==> src/rtl/ram_stream_pkg.sv <==
`default_nettype none
// ============================================================================
//  Module  : ram_stream_pkg
//  Purpose : Shared types and constants for the RAM stream reader: the
//            controller state enumeration, the output-buffer depth and a
//            helper that performs the optional transfer bounds check.
//  Ports   : none (package)
//  Revision: 1.0 - initial release
// ============================================================================
package ram_stream_pkg;

   // Output buffer depth. Two entries are enough to cover the one-cycle RAM
   // read latency while sustaining one word per cycle.
   localparam int unsigned BUF_DEPTH = 2;
   localparam int unsigned BUF_PTR_W = (BUF_DEPTH > 1) ? $clog2(BUF_DEPTH) : 1;
   localparam int unsigned BUF_LVL_W = $clog2(BUF_DEPTH + 1);

   typedef enum logic [1:0] {
      ST_IDLE  = 2'd0,
      ST_READ  = 2'd1,
      ST_DRAIN = 2'd2,
      ST_DONE  = 2'd3
   } state_t;

   // True when [base, base+count) does not fit inside a RAM of `length` words.
   // The second term is only evaluated meaningfully when base < length, which
   // the first term guarantees, so the subtraction cannot underflow.
   function automatic logic out_of_bounds(input logic [31:0] base,
                                          input logic [31:0] count,
                                          input logic [31:0] length);
      return (base >= length) || (count > (length - base));
   endfunction

endpackage
`default_nettype wire

==> src/rtl/stream_skid_fifo.sv <==
`default_nettype none
// ============================================================================
//  Module  : stream_skid_fifo
//  Purpose : Small synchronous FIFO (BUF_DEPTH entries) that holds words read
//            from the RAM until the stream consumer accepts them. Push and pop
//            may occur in the same cycle, including when full.
//  Ports   : clk, reset        - clock, synchronous active-high reset
//            push, push_data   - write a word (ignored when full and no pop)
//            pop               - remove the head word (ignored when empty)
//            pop_data          - head word, stable until popped
//            full, empty, level- occupancy status
//  Revision: 1.0 - initial release
// ============================================================================
module stream_skid_fifo
   import ram_stream_pkg::*;
#(
   parameter int WIDTH = 32
)
(
   input  logic                 clk,
   input  logic                 reset,
   input  logic                 push,
   input  logic [WIDTH-1:0]     push_data,
   input  logic                 pop,
   output logic [WIDTH-1:0]     pop_data,
   output logic                 full,
   output logic                 empty,
   output logic [BUF_LVL_W-1:0] level
);

   localparam logic [BUF_PTR_W-1:0] c_last_ptr = BUF_PTR_W'(BUF_DEPTH - 1);
   localparam logic [BUF_LVL_W-1:0] c_full_lvl = BUF_LVL_W'(BUF_DEPTH);

   logic [WIDTH-1:0]     mem_q [BUF_DEPTH];
   logic [BUF_PTR_W-1:0] wr_ptr_q, wr_ptr_d;
   logic [BUF_PTR_W-1:0] rd_ptr_q, rd_ptr_d;
   logic [BUF_LVL_W-1:0] level_q, level_d;
   logic                 do_push;
   logic                 do_pop;

   assign empty    = (level_q == '0);
   assign full     = (level_q == c_full_lvl);
   assign level    = level_q;
   assign pop_data = mem_q[rd_ptr_q];

   assign do_pop  = pop && !empty;
   // A push into a full FIFO is legal only when the head leaves this cycle.
   assign do_push = push && (!full || do_pop);

   always_comb begin
      wr_ptr_d = wr_ptr_q;
      rd_ptr_d = rd_ptr_q;
      level_d  = level_q;
      if (do_push) begin
         wr_ptr_d = (wr_ptr_q == c_last_ptr) ? '0 : wr_ptr_q + BUF_PTR_W'(1);
      end
      if (do_pop) begin
         rd_ptr_d = (rd_ptr_q == c_last_ptr) ? '0 : rd_ptr_q + BUF_PTR_W'(1);
      end
      if (do_push && !do_pop) begin
         level_d = level_q + BUF_LVL_W'(1);
      end else if (do_pop && !do_push) begin
         level_d = level_q - BUF_LVL_W'(1);
      end
   end

   always_ff @(posedge clk) begin
      if (reset) begin
         wr_ptr_q <= '0;
         rd_ptr_q <= '0;
         level_q  <= '0;
      end else begin
         wr_ptr_q <= wr_ptr_d;
         rd_ptr_q <= rd_ptr_d;
         level_q  <= level_d;
      end
   end

   // Storage needs no reset: occupancy tracking decides what is valid.
   always_ff @(posedge clk) begin
      if (do_push) begin
         mem_q[wr_ptr_q] <= push_data;
      end
   end

endmodule
`default_nettype wire

==> src/rtl/ram_stream_reader.sv <==
`default_nettype none
// ============================================================================
//  Module  : ram_stream_reader
//  Purpose : Reads `count` consecutive words starting at `base` from a RAM
//            with one-cycle read latency and presents them, in ascending
//            address order, on a valid/ready stream. Sustains one word per
//            cycle when the consumer is always ready.
//  Ports   : clk, reset                 - clock, synchronous active-high reset
//            start, base, count         - transfer request (taken in IDLE)
//            busy, done, err            - status (done/err pulse at end)
//            ram_we, ram_oe, ram_address, ram_din, ram_dout, ram_length
//                                       - RAM port (read-only use)
//            out_valid, out_ready, out_data - output stream
//  Config  : RAM_STREAM_READER_BOUNDS_EN - when defined, requests that fall
//            outside [0, ram_length) are rejected with done=1, err=1 and no
//            RAM reads. When undefined, err is always 0 and addresses wrap
//            modulo 2^32.
//  Revision: 1.0 - initial release
// ============================================================================
module ram_stream_reader
   import ram_stream_pkg::*;
#(
   parameter int WIDTH = 32,
   parameter int DEPTH = 10
)
(
   input  logic             clk,
   input  logic             reset,
   input  logic             start,
   input  logic [31:0]      base,
   input  logic [31:0]      count,
   output logic             busy,
   output logic             done,
   output logic             err,
   output logic             ram_we,
   output logic             ram_oe,
   output logic [31:0]      ram_address,
   output logic [WIDTH-1:0] ram_din,
   input  logic [WIDTH-1:0] ram_dout,
   input  logic [31:0]      ram_length,
   output logic             out_valid,
   input  logic             out_ready,
   output logic [WIDTH-1:0] out_data
);

   localparam logic [BUF_LVL_W:0] c_buf_depth = (BUF_LVL_W + 1)'(BUF_DEPTH);

   state_t               state_q, state_d;
   logic [31:0]          addr_q, addr_d;        // next address to issue
   logic [31:0]          remaining_q, remaining_d; // reads still to issue
   logic                 inflight_q, inflight_d;   // read issued last cycle
   logic                 busy_q, busy_d;
   logic                 done_q, done_d;
   logic                 err_q, err_d;

   logic                 reject;
   logic                 issue;
   logic [31:0]          issue_addr;
   logic                 fifo_pop;
   logic                 fifo_full;
   logic                 fifo_empty;
   logic [BUF_LVL_W-1:0] fifo_level;
   logic [BUF_LVL_W:0]   pending;
   logic                 room;
   logic                 unused_cfg;

   // The RAM is only ever read.
   assign ram_we  = 1'b0;
   assign ram_din = '0;

`ifdef RAM_STREAM_READER_BOUNDS_EN
   assign reject = out_of_bounds(base, count, ram_length);
`else
   assign reject = 1'b0;
`endif

   // ram_length only matters for the bounds check; DEPTH documents the
   // attached RAM's address decode, which is where out-of-range addresses alias.
   assign unused_cfg = ^{ram_length, 32'(DEPTH)};

   assign fifo_pop = out_valid && out_ready;

   // Words committed to the buffer after this cycle: stored + landing - leaving.
   // A new read is allowed only if its word will still have a slot when it
   // lands, which keeps the buffer from ever overflowing.
   assign pending = {1'b0, fifo_level}
                  + {{BUF_LVL_W{1'b0}}, inflight_q}
                  - {{BUF_LVL_W{1'b0}}, fifo_pop};
   assign room    = (pending < c_buf_depth);

   // The first read is issued in the start cycle itself so that the first
   // word reaches the stream two cycles after start.
   always_comb begin
      issue      = 1'b0;
      issue_addr = addr_q;
      if (!reset) begin
         unique case (state_q)
            ST_IDLE: begin
               if (start && (count != 32'd0) && !reject) begin
                  issue      = 1'b1;
                  issue_addr = base;
               end
            end
            ST_READ: begin
               issue = (remaining_q != 32'd0) && room;
            end
            default: begin
               issue = 1'b0;
            end
         endcase
      end
   end

   assign ram_oe      = issue;
   assign ram_address = issue ? issue_addr : 32'd0;

   always_comb begin
      state_d     = state_q;
      addr_d      = addr_q;
      remaining_d = remaining_q;
      inflight_d  = issue;
      unique case (state_q)
         ST_IDLE: begin
            if (start) begin
               if ((count == 32'd0) || reject) begin
                  state_d = ST_DONE;
               end else begin
                  state_d     = ST_READ;
                  addr_d      = base + 32'd1;
                  remaining_d = count - 32'd1;
               end
            end
         end
         ST_READ: begin
            if (issue) begin
               addr_d      = addr_q + 32'd1;
               remaining_d = remaining_q - 32'd1;
            end
            if ((remaining_q == 32'd0) || (issue && (remaining_q == 32'd1))) begin
               state_d = ST_DRAIN;
            end
         end
         ST_DRAIN: begin
            if (fifo_empty && !inflight_q) begin
               state_d = ST_DONE;
            end
         end
         ST_DONE: begin
            state_d = ST_IDLE;
         end
         default: begin
            state_d = ST_IDLE;
         end
      endcase
      busy_d = (state_d == ST_READ) || (state_d == ST_DRAIN);
      done_d = (state_d == ST_DONE);
      // Only a rejected request goes straight from IDLE to DONE with an error.
      err_d  = (state_q == ST_IDLE) && start && reject;
   end

   always_ff @(posedge clk) begin
      if (reset) begin
         state_q     <= ST_IDLE;
         addr_q      <= 32'd0;
         remaining_q <= 32'd0;
         inflight_q  <= 1'b0;
         busy_q      <= 1'b0;
         done_q      <= 1'b0;
         err_q       <= 1'b0;
      end else begin
         state_q     <= state_d;
         addr_q      <= addr_d;
         remaining_q <= remaining_d;
         inflight_q  <= inflight_d;
         busy_q      <= busy_d;
         done_q      <= done_d;
         err_q       <= err_d;
      end
   end

   assign busy = busy_q;
   assign done = done_q;
   assign err  = err_q;

   // Read data is captured exactly one cycle after its read was issued.
   stream_skid_fifo #(
      .WIDTH (WIDTH)
   ) u_buf (
      .clk       (clk),
      .reset     (reset),
      .push      (inflight_q),
      .push_data (ram_dout),
      .pop       (fifo_pop),
      .pop_data  (out_data),
      .full      (fifo_full),
      .empty     (fifo_empty),
      .level     (fifo_level)
   );

   assign out_valid = !fifo_empty;

   // Full is implied by the issue throttle; it is kept on the buffer for reuse.
   logic unused_full;
   assign unused_full = fifo_full | unused_cfg;

endmodule
`default_nettype wire

==> config.mk <==
export PLATFORM = sky130hd
export DESIGN_NAME = ram_stream_reader
export DESIGN_NICKNAME = d
export VERILOG_FILES = /design/src/rtl/ram_stream_pkg.sv /design/src/rtl/stream_skid_fifo.sv /design/src/rtl/ram_stream_reader.sv
export SDC_FILE = /design/constraint.sdc
export NUM_CORES = 1
export LEC_CHECK = 0
export CAP_MARGIN = 20
export CELL_PAD_IN_SITES_DETAIL_PLACEMENT = 1
export CELL_PAD_IN_SITES_GLOBAL_PLACEMENT = 2
export CORE_ASPECT_RATIO = 1.1
export CORE_MARGIN = 2
export CORE_UTILIZATION = 31
export DETAILED_ROUTE_END_ITERATION = 8
export PLACE_DENSITY_LB_ADDON = 0.12
export SYNTH_ARGS = -nofsm -noshare
export SYNTH_HDL_FRONTEND = slang
export SYNTH_SLANG_ARGS = --single-unit
==> constraint.sdc <==
create_clock -name clk -period 8.31 [get_ports clk]
set_clock_uncertainty 0.15 [all_clocks]
set_input_delay 0.831 -clock clk [delete_from_list [all_inputs] [get_ports clk]]
set_output_delay 0.831 -clock clk [all_outputs]
set_load 0.005 [all_outputs]
# Word level (Yosys, flattened, before mapping)
# Memory sizes are Yosys's and may differ from the RTL's. A register that Yosys moved wholly into a read port is not among the register bits.
# Cells that the tools add are included.
totals:
  out_inout_bits: 102
  romBits: 0
  in_bits: 132
  word_cells: 86
  n_memories: 1
  latch_bits: 0
  ram_bits: 64
  ff_bits: 73
op_classes:
  n_div: 0
  eq_ne: 11
  order_cmp: 1
  muxes: 28
  n_shift: 0
  n_mul: 0
  bitwise_logic: 0
  n_addsub: 10
  n_reduce_logical: 26
mem_list:
  columns: ["name", "words", "width", "rd", "rd_ports_with_merged_regs", "write_ports", "line_no", "source"]
  rows:
  - ["u_buf.mem_q", 2, 32, 1, 1, 1, "stream_skid_fifo.sv:34", "logic [WIDTH-1:0] mem_q [BUF_DEPTH];"]
ops:
  columns: ["op", "count"]
  rows:
  - ["$mux W32", 10]
  - ["$pmux W32 S2", 2]
  - ["$add A32 B1 Y32 const B", 2]
  - ["$logic_not A32 Y1", 2]
  - ["$reduce_bool A32 Y1", 2]
  - ["$sub A32 B1 Y32 const B", 2]
  - ["$eq A32 B1 Y1 const B", 1]
  - ["$mux W2", 6]
  - ["$eq A2 B2 Y1 const B", 5]
  - ["$logic_and A1 B1 Y1", 9]
  - ["$mux W1", 8]
  - ["$pmux W2 S4", 1]
  - ["$ne A2 B2 Y1 const B", 3]
  - ["$logic_not A1 Y1", 5]
  - ["$eq A2 B1 Y1 const B", 2]
  - ["$logic_not A2 Y1", 2]
  - ["$reduce_and A4 Y1", 1]
  - ["$reduce_bool A2 Y1", 2]
  - ["$add A2 B1 Y3", 1]
  - ["$logic_or A1 B1 Y1", 3]
  - ["$lt A3 B2 Y1 const B", 1]
  - ["$sub A3 B1 Y3", 1]
  - ["$add A1 B1 Y1 const B", 2]
  - ["$add A2 B1 Y2 const B", 1]
  - ["2 further kinds", 2]

# Logic depth before layout (Yosys ltp)
# Gate-level depths: netlist of the first run.
depth:
  word_depth: 14
  depth_mapped: 18

# Modules after synthesis
# From an unflattened synthesis of the first run, not the netlist that was laid out.
hier_totals:
  hier_cells: 1082
  area_unflattened_um2: 9121.2
modules_own_cells:
  columns: ["module", "area_each_um2", "cells_per_inst", "instances"]
  rows:
  - ["ram_stream_reader", 6586.3, 957, 1]
  - ["stream_skid_fifo", 2534.9, 125, 1]

# Least setup slack after synthesis of the first run
# No wires, ideal clock.
synth_timing:
  kind: "register to register"
  startpoint: "reg state_q[1]"
  endpoint: "reg addr_q[20]"
  stages_incl_launch_ff: 19
  setup_ns: 0.132
  arrival_time_ns: 3.960
  t_required_ns: 8.028
  setup_slack_ns: 4.068
  synth_period_minus_slack_ns: 4.242
  cell_sequence: "dfxtp_1 -> buf_2 -> nand2b_1 -> buf_2 -> buf_4 -> buf_2 -> clkbuf_1 -> clkbuf_1 -> buf_1 -> nand2_1 -> nand2_1 -> ha_1 -> buf_2 -> and4_1 -> o211ai_1 -> nor3_1 -> mux2_2 -> a22oi_1 -> a31oi_1"
synth_between:
  elab_chain_len: 5
  elab_cells_between_ends: 10
  classes_between: "4 x eq/ne; 3 x mux; 3 x reduce/logical"
synth_lines:
  columns: ["element", "line_no", "source"]
  rows:
  - ["start: declaration", "ram_stream_reader.sv:48", "state_t state_q, state_d;"]
  - ["start signal: assignment", "ram_stream_reader.sv:171", "state_q <= state_d;"]
  - ["$eq A2 B1 Y1 / $logic_not A2 Y1 (equally long branches)", "ram_stream_reader.sv:97, ram_stream_reader.sv:122", null]
  - ["$pmux W1 S2", "ram_stream_reader.sv:97", "unique case (state_q)"]
  - ["$mux W1", "ram_stream_reader.sv:96", "if (!reset) begin"]
  - ["$ne A2 B2 Y1 (no source line)", null, null]
  - ["$reduce_and A4 Y1 (no source line)", null, null]
  - ["end signal: assignment", "ram_stream_reader.sv:172", "addr_q <= addr_d;"]
  - ["end: declaration", "ram_stream_reader.sv:49", "logic [31:0] addr_q, addr_d;"]
# Several ways; a longest one is shown, not always the timed one.
# A chain may end at the register's enable or synchronous reset.

# Final worst setup path of the first run
layout_timing:
  startpoint: "in count[0]"
  endpoint: "out ram_oe"
layout_between:
  elab_chain_len: 5
layout_lines:
  columns: ["element", "line_no", "source"]
  rows:
  - ["start: declaration", "ram_stream_reader.sv:31", "input logic [31:0] count,"]
  - ["$reduce_bool A32 Y1", "ram_stream_reader.sv:99", "if (start && (count != 32'd0) && !reject) begin"]
  - ["$logic_and A1 B1 Y1", "ram_stream_reader.sv:99", null]
  - ["$mux W1", "ram_stream_reader.sv:99", null]
  - ["$pmux W1 S2", "ram_stream_reader.sv:97", null]
  - ["$mux W1", "ram_stream_reader.sv:96", null]
  - ["end: declaration", "ram_stream_reader.sv:36", "output logic ram_oe,"]
# Every way passes these cells.

==> key figures, run 1 <==
Status
  – Outcome: completed

Power
  – Worst IR Drop VDD: 0.104 mV
  – Combinational power share: 0.378
  – Clock network fraction of total power: 0.287
  – Leakage power: 3.96 nW
  – Sw power: 0.00104 W
  – Int Pwr: 0.00171 W
  – Reg power frac: 0.335
  – Switch share: 0.378
  – PD cells: around 240 nW/um^2

Detailed routing
  – WL per Instance: a little under 20 um
  – DRC errors left: 0
  – Via count: around 8.3k
  – Drt first pass iters: 4
  – Drt initial violations: 373
  – Remaining antenna violation count: 0
  – Final WL: between 20 and 30 mm
  – Vias per inst: 5.40

Critical path
  – Worst path max stage delay: a little under 800 ps
  – Setup crit end kind: output pin
  – Critical path data arrival time: 4770 ps
  – Worst reg2reg path depth: 8
  – Critical-path cell list: clkdlybuf4s50_1 -> inv_1 -> ha_1 -> or4b_4 -> or4b_1 -> o31ai_4 -> buf_4 -> nand2_4 -> nand2_2 -> inv_2 -> clkdlybuf4s50_1
  – CP Max Fanout: 60
  – CP Launch Type: primary input
  – Most frequent cell on the critical path: clkdlybuf4s50_1
  – CP required: 7330 ps
  – Reg-to-Reg Start: state_q[1]$_SDFF_PP0_
  – CP max stage cell: or4b_1
  – Crit path depth: 11
  – Crit path launch: count[0]
  – Crit path kind: primary input to output pin
  – Worst path bufs/invs: 5
  – Crit-path leading delay family: simple AND/OR/NAND/NOR gates

Global route
  – Initial antenna violation count: 0
  – First-pass GRT wire length: 47.6 mm
  – Number of global-route vias before repair: 8566
  – Largest net degree at the start of global routing: 72
  – Tot GR Track Use: 0.195
  – Gr ovfl total: 0

Floorplan
  – Core ar.: 28500 um^2
  – Die Span Y: 182 um
  – Ports: 234
  – Die area: 30300 um^2
  – Core Rows: 65
  – Initial Utilization: 0.314
  – Die W: between 150 and 200 um

Clocking
  – Setup bufs post-CTS: 0
  – Hold buffers post-CTS: 0
  – Clock Latency Late Sink: 430 ps
  – Clock Sinks: approximately 140
  – Num CTS Buffers: 17
  – Worst-case clock buffer depth: 2
  – CTS tree: yes
  – Clock-pin transition on the worst setup and hold timing paths: 60 ps
  – Root Buffer: clkbuf_16
  – Post-CTS sizing: 0
  – Htree depth: 4

Synth
  – Asr flop ratio synth: 0
  – Cell taking the most area after synthesis: edfxtp_1
  – Ys flop type: dfxtp_1
  – Top cells by area, synth: edfxtp_1, dfxtp_1, mux2_2
  – Avg Cell Area, Syn: 8.70 um^2
  – Post-synth EDFFs: 64
  – Share of the yosys chip area belonging to registers: 0.380
  – FF+latch count, synth: 138
  – Top cell type's share of synthesized area: 0.214
  – Commonest cells in the synthesized netlist: nand2_1, nor2_1, dfxtp_1
  – Most common cell in the netlist: nand2_1
  – Ys Warns: 0
  – Syn Inst Count: 1030
  – Unique masters post-synth: between 80 and 90
  – Mapped Area: 8960 um^2

Flow run
  – Max Cap Viol: 0

STA
  – Final hold vios: 0
  – Final Max Tran Viols: 0
  – Worst Max-Slew Pin Slew: 913 ps
  – Slew headroom: 0.391
  – Final period utilization: 0.692
  – Fin crit period: roughly 5800 ps
  – Final setup vio count: 0
  – Setup TNS: 0 ps
  – RSZ-0062 raised after global routing: no
  – Achievable Freq: roughly 170 MHz
  – Hold slack: 340 ps

Min path
  – Hold Crit Class: flop to flop
  – Hold Path Cell Cnt: 2
  – Hold_sp: remaining_q[29]$_SDFFE_PP0P_

Placed design
  – Input/output buffers: 167
  – Routability-driven placement congestion ratio: 0.741
  – HPWL after DPL: 20.3 mm

Finish
  – Layout cell share with drive strength beyond 1: 0.0985
  – Total Nets Final: around 1.3k
  – Ant. Diodes: 0
  – Final core utilization: 0.400
  – Filler cells: 3347
  – Area Overhead vs Synth: 27.4%
-- worst paths after layout --
check | to | slack [ps]
setup / recovery | ram_oe | 2560
hold / removal | remaining_q[29]$_SDFFE_PP0P_ | 340
setup reg to reg | addr_q[29]$_SDFFE_PP0P_ | 4010
hold reg to reg | remaining_q[29]$_SDFFE_PP0P_ | 340
-- through the flow --
step	setup slack, ps	total power [W]	instances	instance area [um^2]
finish	2560	0.00275	1546	11400
CTS	2500	0.00279	1546	11400
floorplan	4070	0.00156	1063	9090
global placement	2510	0.00197	1514	10800
detailed placement	2500	0.00199	1514	10800
global route	2310	0.00293	1546	11400
-- placed cells by master (no fill, tap or decap), types with 6 or more instances in the layout --
| master | n |
|---|---|
| a31oi_1 | 21 |
| nor4_1 | 14 |
| mux2_2 | 41 |
| xnor2_1 | 18 |
| a22o_1 | 31 |
| o211ai_1 | 9 |
| conb_1 | 34 |
| a32oi_1 | 6 |
| o2111ai_1 | 9 |
| or4_1 | 12 |
| buf_4 | 16 |
| ha_1 | 7 |
| mux2i_1 | 23 |
| or3_1 | 11 |
| o22ai_1 | 12 |
| a211oi_1 | 10 |
| nor2_1 | 78 |
| a21oi_1 | 73 |
| edfxtp_1 | 64 |
| clkbuf_16 | 17 |
| inv_1 | 18 |
| a22oi_1 | 8 |
| and3_1 | 10 |
| clkdlybuf4s50_1 | 166 |
| nand2_1 | 118 |
| nand3b_1 | 6 |
| xor2_1 | 20 |
| dfxtp_1 | 74 |
| nand3_1 | 20 |
| nor3b_1 | 10 |
| nand4_1 | 8 |
| o21ai_0 | 61 |
| nor3_1 | 43 |
-- cell families after synthesis --
logic type,count (synthesis),share of synthesized area
flip-flops,138,0.380
AO/OA/AOI/OAI,286,0.214
AND/OR/NAND/NOR,375,0.210
other,1,0.000418
multiplexers,65,0.0784
XOR/XNOR,38,0.0371
buffers and inverters,119,0.0681
adder cells (fa/ha/maj),8,0.0120
-- power by group through the flow --
stage	Combinational (W)	Clock, W	Sequential (W)
2_1_floorplan	0.000665	0	0.000899
3_3_place_gp	0.00104	0	0.000932
3_5_place_dp	0.00105	0	0.000935
4_1_cts	0.00106	0.000814	0.000921
5_1_grt	0.00116	0.000837	0.000937
6_report	0.00104	0.000790	0.000920
-- metal layers --
layer  global-route usage  up-vias  part of all wire
met5                    0        -                 0
met4               0.0431        0             0.012
met3               0.0252       22             0.030
met2                0.341      157              0.49
met1                0.258     4100              0.47
li1                     -     4064                 -
-- worst register-to-register path: cells and delay by family (launching register included) --
family	cells	cell delay [ps]
AND/OR/NAND/NOR	4	1960
multiplexers	2	800
flip-flops	1	630
buffers and inverters	1	540
AO/OA/AOI/OAI	1	140
-- cell type report --
type                            count  area [um^2]  area share
Multi-Input combinational cell    806         5100       0.446
Sequential cell                   138         3400       0.298
Timing Repair Buffer              183         1790       0.156
Tap cell                          368          460      0.0403
Clock buffer                       17          425      0.0372
Clock inverter                     15          179      0.0157
Inverter                           19         71.3     0.00624
-- sequential cells by signal, summed over array words and instances (netlist names), named ones only --
register and count:
inflight_q 1, busy 1, done 1, u_buf.wr_ptr_q 1, remaining_q 32, u_buf.level 2
addr_q 32, u_buf.mem_q 64, u_buf.rd_ptr_q 1, state_q 2
Power figures use the tool's default switching activity.
==> run 2, diff against run 1 <==
Settings changed: CORE_UTILIZATION 31 to 26.
Clock period 8.31 ns to 4.95 ns, I/O delays scaled along.
==> run 2 against run 1 <==
Utilization shrank 5.9 points. Sequential share of layout area fell by 0.51 points. Critical path depth shrank 1. Combinational power is 73% higher. Flip-flop and latch count stayed put. Clock power rose by 67%. Register-to-register slack worse by 3000 ps. Non-clock buffer count grew 16. Routed wire length increased by 6.3%. Die area grew 19%. Critical path type unchanged. First-iteration DRC count is 15% lower. Sequential power rose by 68%.
==> key figures, run 2 (same netlist as run 1, synthesis figures left out) <==
Clocking
  – CTS tree: yes
  – Clock Sinks: 138
  – Post-CTS sizing: 0
  – Worst-case clock buffer depth: 2
  – Htree depth: 4
  – Num CTS Buffers: 17
  – Clock-pin transition on the worst setup and hold timing paths: roughly 70 ps
  – Clock Latency Late Sink: 430 ps
  – Hold buffers post-CTS: 0
  – Setup bufs post-CTS: 0
  – Root Buffer: clkbuf_16

Floorplan
  – Core Rows: 71
  – Initial Utilization: 0.263
  – Core ar.: 34100 um^2
  – Die Span Y: 199 um
  – Ports: 234
  – Die W: 181 um
  – Die area: 36000 um^2

Critical path
  – Worst reg2reg path depth: 9
  – Crit path kind: primary input to output pin
  – RR Endpoint: addr_q[28]$_SDFFE_PP0P_
  – Critical path data arrival time: 3950 ps
  – CP Launch Type: primary input
  – Reg2reg setup slack: about 1000 ps
  – CP Max Fanout: 8
  – CP required: 4300 ps
  – Setup crit end kind: output pin
  – Reg-to-Reg Start: state_q[1]$_SDFF_PP0_

Min path
  – Worst hold endpoint: remaining_q[27]$_SDFFE_PP0P_
  – Hold_sp: remaining_q[27]$_SDFFE_PP0P_
  – Hold Crit Class: flop to flop
  – Hold Path Cell Cnt: 2

STA
  – Final setup vio count: 0
  – Hold slack: 335 ps
  – Fin crit period: 4590 ps
  – Final Max Tran Viols: 0
  – Worst Max-Slew Pin Slew: 1010 ps
  – RSZ-0062 raised after global routing: no
  – Final period utilization: 0.928
  – Achievable Freq: 218 MHz
  – Final hold vios: 0
  – Slew headroom: 0.324
  – Setup TNS: 0 ps

Finish
  – Largest Register: u_buf.mem_q
  – Commonest non-fill, non-tap cell in the layout: clkdlybuf4s50_1
  – Layout cell share with drive strength beyond 1: 0.111
  – Final core utilization: 0.341
  – Most frequent cells in the layout: clkdlybuf4s50_1, nand2_1, nor2_1
  – Cell area after layout: about 12000 um^2
  – Largest register FFs: 64
  – Total Nets Final: 1321
  – Area Overhead vs Synth: 29.6%
  – Top Registers: u_buf.mem_q: 64 flops, addr_q: 32 flops, remaining_q: 32 flops

Global route
  – Number of global-route vias before repair: between 8k and 9k
  – Gr ovfl total: 0
  – Tot GR Track Use: 0.174
  – Initial antenna violation count: 2
  – Largest net degree at the start of global routing: just over 70
  – First-pass GRT wire length: 49.1 mm

Status
  – Outcome: completed

Flow run
  – Max Cap Viol: 0

Detailed routing
  – DRC errors left: 0
  – WL per Instance: 19.3 um
  – Drt first pass iters: 5
  – Drt initial violations: 317
  – Vias per inst: 5.14
  – Final WL: 31.6 mm
  – Via count: 8398
  – Remaining antenna violation count: 0

Placed design
  – Input/output buffers: 167
  – Area after DPL: 11000 um^2
  – Routability-driven placement congestion ratio: 0.749
  – HPWL after DPL: approximately 22 mm

Power
  – Worst IR Drop VDD: 0.248 mV
  – Final Total Pwr: 0.00467 W
  – Leakage power: 4.02 nW
  – PD cells: 402 nW/um^2
## run 2: cell types whose count changed in the layout (fill, tap and decap cells not counted), moves of 2 or more
cell,change
clkinvlp_4,+2
inv_8,-2
buf_4,+15
clkinv_8,-2
## run 2: critical path, cell delays in order
cell             delay (ps)
clkdlybuf4s50_1         470
inv_1                    80
ha_1                    200
or4b_4                  530
or4b_1                  700
o31ai_4                 330
nor2_2                  160
buf_4                   270
a22o_1                  180
clkdlybuf4s50_1         520
## run 2: worst max-delay path by stage
stage,startpoint,endpoint,slack (ps),depth (start not counted)
after floorplan,state_q[1]$_SDFF_PP0_,addr_q[20]$_SDFFE_PP0P_,710,18
after global placement,count[0],ram_address[10],360,10
after detailed placement,count[0],ram_address[4],340,10
after CTS,count[0],ram_address[4],350,10
after global routing,u_buf.level[1]$_SDFFE_PP0P_,ram_address[17],220,13
final,count[0],ram_address[12],360,10
## run 2: where the power goes
part	switching (W)	internal [W]	total (W)
clock	0.000610	0.000712	0.00132
combinational	0.00100	0.000801	0.00180
sequential	0.000172	0.00138	0.00155
## run 2: stage by stage
step / setup WS [ps] / instances
after floorplan: 708 / 1063
after global placement: 361 / 1600
after detailed placement: 342 / 1600
after CTS: 346 / 1632
after global routing: 221 / 1633
final: 356 / 1633
## run 2: final cells by class
cell class / count / area [um^2]
Multi-Input combinational cell: 806 / 5100
Fill cell: 3986 / 22500
Antenna cell: 1 / 2.50
Sequential cell: 138 / 3400
Clock buffer: 17 / 425
Clock inverter: 15 / 156
Timing Repair Buffer: 199 / 1920
Tap cell: 438 / 548
Inverter: 19 / 71.3
## run 2: per-layer routing
layer  up-vias  share of wire  track usage  wire length (um)
met5         -        0.00029            0                 9
met4         2         0.0043       0.0358               136
met3        11          0.030       0.0205               959
met2       158           0.49        0.304             15500
met1      4125           0.47        0.233             15000
li1       4102              -            -                 -
==> run 3, diff against run 2 <==
Settings changed: GPL_ROUTABILITY_DRIVEN set to 0.
==> results of run 3 <==
Same layout as run 2: the final DEF is identical, and so are final timing and power.
